`config.mk`:
```
export PLATFORM = sky130hd
export DESIGN_NAME = fp_mul_norm
export DESIGN_NICKNAME = d
export VERILOG_FILES = /design/src/rtl/fp_mul_pkg.sv /design/src/rtl/fp_round_rne.sv /design/src/rtl/fp_mul_norm.sv
export SDC_FILE = /design/constraint.sdc
export NUM_CORES = 1
export LEC_CHECK = 0
export CAP_MARGIN = 10
export CORE_MARGIN = 5
export CORE_UTILIZATION = 35
export DETAILED_ROUTE_END_ITERATION = 8
export DONT_BUFFER_PORTS = 1
export GPL_TIMING_DRIVEN = 1
export SYNTH_ARGS = -nofsm -noshare
export SYNTH_HDL_FRONTEND = slang
export SYNTH_SLANG_ARGS = --single-unit
```
`constraint.sdc`:
```
create_clock -name clk -period 1.8 [get_ports clk]
set_input_delay 0.09 -clock clk [delete_from_list [all_inputs] [get_ports clk]]
set_output_delay 0.09 -clock clk [all_outputs]
set_load 0.02 [all_outputs]
```
`src/rtl/fp_mul_pkg.sv`:
```
// Shared definitions for the FP32 multiplier normalize/round back end:
// operand classes, result flag positions, exponent limits and stage registers.
package fp_mul_pkg;

    typedef enum logic [1:0] {
        NORMAL = 2'd0,
        ZERO   = 2'd1,
        INF    = 2'd2,
        NAN    = 2'd3
    } fp_cls_t;

    // Bit positions within out_state
    localparam int unsigned ST_ZERO = 4;
    localparam int unsigned ST_NAN  = 3;
    localparam int unsigned ST_INF  = 2;
    localparam int unsigned ST_OVF  = 1;
    localparam int unsigned ST_UNF  = 0;

    localparam int BIAS    = 127;
    localparam int EXP_MAX = 255;

    typedef struct packed {
        logic               valid;
        logic               sign;
        logic signed [10:0] e;
        logic [23:0]        mant;
        logic               guard;
        logic               sticky;
        fp_cls_t            cls_a;
        fp_cls_t            cls_b;
    } s1_reg_t;

    typedef struct packed {
        logic        valid;
        logic [31:0] c;
        logic [4:0]  state;
    } s2_reg_t;

endpackage

```
`src/rtl/fp_round_rne.sv`:
```
// Round-to-nearest-even on a 24-bit mantissa; a carry-out renormalizes to 1.0.
module fp_round_rne (
    input  logic [23:0] mant_i,
    input  logic        guard_i,
    input  logic        sticky_i,
    output logic [23:0] mant_o,
    output logic        carry_o
);

    logic        inc;
    logic [24:0] sum;

    assign inc     = guard_i & (sticky_i | mant_i[0]);
    assign sum     = {1'b0, mant_i} + {24'b0, inc};
    assign carry_o = sum[24];
    assign mant_o  = sum[24] ? 24'h80_0000 : sum[23:0];

endmodule

```
`src/rtl/fp_mul_norm.sv`:
```
// Two-stage FP32 product normalizer: S1 normalizes, S2 rounds, range-checks and packs.
// Define FP_MUL_NORM_RNE_EN for round-to-nearest-even; otherwise the mantissa is truncated.
module fp_mul_norm
    import fp_mul_pkg::*;
#(
    parameter logic [31:0] QNAN_PATTERN = 32'h7FC0_0000
) (
    input  logic        clk,
    input  logic        rst_n,
    input  logic        in_valid,
    output logic        in_ready,
    input  logic        in_sign,
    input  logic [9:0]  in_exp_sum,
    input  logic [47:0] in_prod,
    input  logic [1:0]  in_cls_a,
    input  logic [1:0]  in_cls_b,
    output logic        out_valid,
    input  logic        out_ready,
    output logic [31:0] out_c,
    output logic [4:0]  out_state
);

    localparam logic signed [10:0] BiasM1 = 11'(BIAS - 1);
    localparam logic signed [10:0] Bias   = 11'(BIAS);
    localparam logic signed [10:0] EMax   = 11'(EXP_MAX);

    s1_reg_t s1_q, s1_d;
    s2_reg_t s2_q, s2_d;

    logic               s2_en;
    logic [23:0]        mant_r;
    logic               carry_r;
    logic signed [10:0] e_r;
    logic               is_nan, is_inf, is_zero;
    logic [31:0]        res_c;
    logic [4:0]         res_st;

    // S2 can take a new value when empty or when its result is leaving
    assign s2_en    = !s2_q.valid | out_ready;
    assign in_ready = s2_en | !s1_q.valid;

    always_comb begin
        s1_d = s1_q;
        if (in_ready) begin
            s1_d.valid = in_valid;
            if (in_valid) begin
                s1_d.sign  = in_sign;
                s1_d.cls_a = fp_cls_t'(in_cls_a);
                s1_d.cls_b = fp_cls_t'(in_cls_b);
                if (in_prod[47]) begin
                    s1_d.mant   = in_prod[47:24];
                    s1_d.guard  = in_prod[23];
                    s1_d.sticky = |in_prod[22:0];
                    s1_d.e      = $signed({1'b0, in_exp_sum}) - BiasM1;
                end else begin
                    s1_d.mant   = in_prod[46:23];
                    s1_d.guard  = in_prod[22];
                    s1_d.sticky = |in_prod[21:0];
                    s1_d.e      = $signed({1'b0, in_exp_sum}) - Bias;
                end
            end
        end
    end

`ifdef FP_MUL_NORM_RNE_EN
    fp_round_rne u_round (
        .mant_i   (s1_q.mant),
        .guard_i  (s1_q.guard),
        .sticky_i (s1_q.sticky),
        .mant_o   (mant_r),
        .carry_o  (carry_r)
    );
`else
    assign mant_r  = s1_q.mant;
    assign carry_r = 1'b0;
`endif

    assign e_r = s1_q.e + $signed({10'b0, carry_r});

    assign is_nan  = (s1_q.cls_a == NAN) | (s1_q.cls_b == NAN) |
                     ((s1_q.cls_a == INF) & (s1_q.cls_b == ZERO)) |
                     ((s1_q.cls_a == ZERO) & (s1_q.cls_b == INF));
    assign is_inf  = (s1_q.cls_a == INF) | (s1_q.cls_b == INF);
    assign is_zero = (s1_q.cls_a == ZERO) | (s1_q.cls_b == ZERO);

    always_comb begin
        res_c  = '0;
        res_st = '0;
        if (is_nan) begin
            res_c          = QNAN_PATTERN;
            res_st[ST_NAN] = 1'b1;
        end else if (is_inf) begin
            res_c          = {s1_q.sign, 8'hFF, 23'b0};
            res_st[ST_INF] = 1'b1;
        end else if (is_zero) begin
            res_c           = {s1_q.sign, 31'b0};
            res_st[ST_ZERO] = 1'b1;
        end else if (e_r >= EMax) begin
            res_c          = {s1_q.sign, 8'hFF, 23'b0};
            res_st[ST_OVF] = 1'b1;
        end else if (e_r <= 11'sd0) begin
            res_c          = {s1_q.sign, 31'b0};
            res_st[ST_UNF] = 1'b1;
        end else begin
            res_c = {s1_q.sign, e_r[7:0], mant_r[22:0]};
        end
    end

    always_comb begin
        s2_d = s2_q;
        if (s2_en) begin
            s2_d.valid = s1_q.valid;
            if (s1_q.valid) begin
                s2_d.c     = res_c;
                s2_d.state = res_st;
            end
        end
    end

    always_ff @(posedge clk or negedge rst_n) begin
        if (!rst_n) begin
            s1_q <= '0;
            s2_q <= '0;
        end else begin
            s1_q <= s1_d;
            s2_q <= s2_d;
        end
    end

    assign out_valid = s2_q.valid;
    assign out_c     = s2_q.c;
    assign out_state = s2_q.state;

endmodule

```
==> flow_metrics.env <==
export IMPL_status="finished, violations left"
export IMPL_violations="hold timing"
export IMPL_pre_cts_ws_ns=-0.0311
export IMPL_drive_gt1_frac=0.148
export IMPL_core_area_sq_mm=0.00968
export IMPL_required_ns=2.03
export IMPL_cp_num_buf_inv=0
export IMPL_synth_top_area_frac=0.564
export IMPL_wl_per_cell_um=16.8
export IMPL_synthAdderAreaFrac=0.00724
export IMPL_antenna_found_initial=0
export IMPL_h_tree_depth=3
export IMPL_placement_io_buffers=0
export IMPL_synth_area_mux_share=0.0724
export IMPL_cts_buffers=9
export IMPL_cts_tree="yes"
export IMPL_clockRootBuffer="clkbuf_8"
export IMPL_critical_path_arrival_ns=1.98
export IMPL_synth_area_sq_mm=0.00346
export IMPL_max_cap_violations=0
export IMPL_cpLargestDelayFamily="simple AND/OR/NAND/NOR gates"
export IMPL_async_reset_ff_frac=1.00
export IMPL_fp_dieW_um=109
export IMPL_synth_xor_xnor_area_share=0.0253
export IMPL_grt_pass1_vias=2625
export IMPL_r2r_end="out_c[15]"
export IMPL_total_leakage_power_nw=1.95
export IMPL_tightest_slew_ns=1.08
export IMPL_synth_most_common_cell="dfrtp_1"
export IMPL_start_util=0.357
export IMPL_syn_avg_cell_area_sq_um=10.6
export IMPL_synth_seq_cells=78
export IMPL_synth_compound_area_share=0.158
export IMPL_path_class="flip-flop to flip-flop"
export IMPL_vias_per_cell=4.95
export IMPL_setup_ws_ns=0.0523
export IMPL_drv_slew=0
export IMPL_setup_viol=0
export IMPL_vias=2561
export IMPL_rsz0062_at_grt="true"
export IMPL_ios=106
export IMPL_netlist_top_cells_area="dfrtp_1, mux2i_1, nand2_1, a22o_2, o21ai_0"
export IMPL_max_freq_ghz=0.572
export IMPL_yosys_warnings=0
export IMPL_r2r_slack_ns=0.05
export IMPL_relSlewSlack=0.278
export IMPL_hold_class="input pin to asynchronous set/reset pin"
export IMPL_timing_final_hold_violations=78
export IMPL_ant_nets=0
export IMPL_drt_total_wl_um=8700
export IMPL_start_kind="flip-flop"
export IMPL_worstPathCellList="or4_4, nor2_4, and4bb_4, a22o_2"
export IMPL_clk_pin_slew_ns=0.09
export IMPL_rows=36
export IMPL_fin_nets=448
export IMPL_clk_path_buf_depth=2
export IMPL_grt_pass1_wl_um=13900
export IMPL_cellPowerDensity_mw_per_mm2=934
export IMPL_seq_area_frac_synth=0.564
export IMPL_r2r_start="s1_q[32]"
export IMPL_dp_hpwl_um=5260
export IMPL_yosys_area_share_simple=0.141
export IMPL_dp_cells=452
export IMPL_crit_fanout=6
export IMPL_path_depth=4
export IMPL_track_usage=0.154
export IMPL_reg2reg_depth=4
export IMPL_grt_overflow=0
export IMPL_clock_sinks=78
export IMPL_n_antenna_cell=0
export IMPL_stdcell_count=517
export IMPL_synthFlopType="dfrtp_1"
export IMPL_remaining_drc_errors=0
export IMPL_synth_distinct_cells=36
export IMPL_cpMaxStageDelayCell="or4_4"
export IMPL_yosys_top_cells_count="dfrtp_1, nand2_1, o21ai_0, mux2i_1, nor2_1"
export IMPL_yosys_area_top_type="dfrtp_1"
export IMPL_clk_latency_ns=0.35
export IMPL_cts_hold_buf=47
export IMPL_die_area_sq_mm=0.0120
export IMPL_gp_congestion=0.826
export IMPL_synth_top_family_by_area="compound AO/OA/AOI/OAI gates"
export IMPL_grt_max_degree=79
export IMPL_drt_iter0_drc=95
export IMPL_netlist_instances=326
export IMPL_slowest_delay_ns=0.57
export IMPL_synth_edff_count=0
export IMPL_holdWs_ns=-0.570
export IMPL_clock_skew_ns=0.0113
export IMPL_min_period_over_period=0.971
export IMPL_min_period_ns=1.75
export IMPL_syn_nets=395
export IMPL_endpoint_kind="flip-flop"
export IMPL_die_h_um=109
export IMPL_dr_pass1_iters=4
export IMPL_syn_to_final_growth_pct=24.7
export IMPL_vdd_ir_drop_max_uv=320
flip-flops by register name (all words and copies together) (netlist names):
name / flops
s1_q: 17
mant_r: 23
out_state: 5
out_c: 32
out_valid: 1
cells in the final DEF, fill, tap and decap left out, drive strengths merged, types with 4 or more instances in the layout:
cell type and n:
clkbuf 10, buf 12, o22ai 9, xor2 5, xnor2 5, o21ai 38, nand2 62, dfrtp 78
clkinv 4, nor2 25, dlygate4sd3 47, a22o 22, mux2i 25
power breakdown:
| part | internal, mW | leakage [nW] | switching (mW) | total (mW) |
|---|---|---|---|---|
| Clock | 0.496 | 0.0820 | 0.637 | 1.13 |
| Sequential | 1.97 | 0.979 | 0.268 | 2.24 |
| Combinational | 0.327 | 0.888 | 0.329 | 0.655 |
per-layer routing:
layer,up-vias,GRT usage,share of wire
li1,1262,-,-
met5,-,0,0
met2,63,0.256,0.49
met4,0,0.0347,0.0085
met3,6,0.0540,0.067
met1,1230,0.192,0.43
kinds of logic (layout without fill, tap and decap cells):
logic type / Yosys count / count (layout)
compound gates: 78 / 78
mux: 25 / 25
flops: 78 / 78
buf+inv: 22 / 78
fa+ha+maj: 2 / 2
simple gates: 111 / 113
xor+xnor: 10 / 10
timing repair:
item                       CTS  global route
setup buffers                0             0
hold endpoints to repair   117            78
resized for setup            5             1
pin swaps                    2             1
setup endpoints to repair   22            19
gates cloned                 2             0
final cells by class:
cell class | count | area (sq um)
multi-input cells | 228 | 1450
well taps | 133 | 166
clock inverters | 6 | 38.8
inverters | 3 | 11.3
clock buffers | 10 | 128
repair buffers | 59 | 573
fillers | 934 | 5370
flip-flops and latches | 78 | 1950
worst max-delay path by stage:
stage               startpoint         to  slack, ns
CTS                   s1_q[37]  out_c[15]      0.002
finish                s1_q[32]  out_c[15]       0.05
detailed placement    s1_q[40]   out_c[8]      -0.03
floorplan            out_valid  out_c[24]       0.05
global placement      s1_q[40]  out_c[15]       0.02
global route          s1_q[40]   out_c[6]     -0.003
per-stage QoR:
| stage | utilization | total power [mW] | TNS [ns] | cell area (sq um) |
|---|---|---|---|---|
| 2_1_floorplan | - | 2.65 | 0 | 3460 |
| 3_3_place_gp | 0.375 | 2.77 | 0 | 3630 |
| 3_5_place_dp | 0.375 | 2.79 | -0.416 | 3630 |
| 4_1_cts | 0.445 | 4.08 | 0 | 4310 |
| 5_1_grt | 0.445 | 4.26 | -0.00333 | 4310 |
| 6_report | 0.445 | 4.03 | 0 | 4310 |
Power figures use the tool's default switching activity.
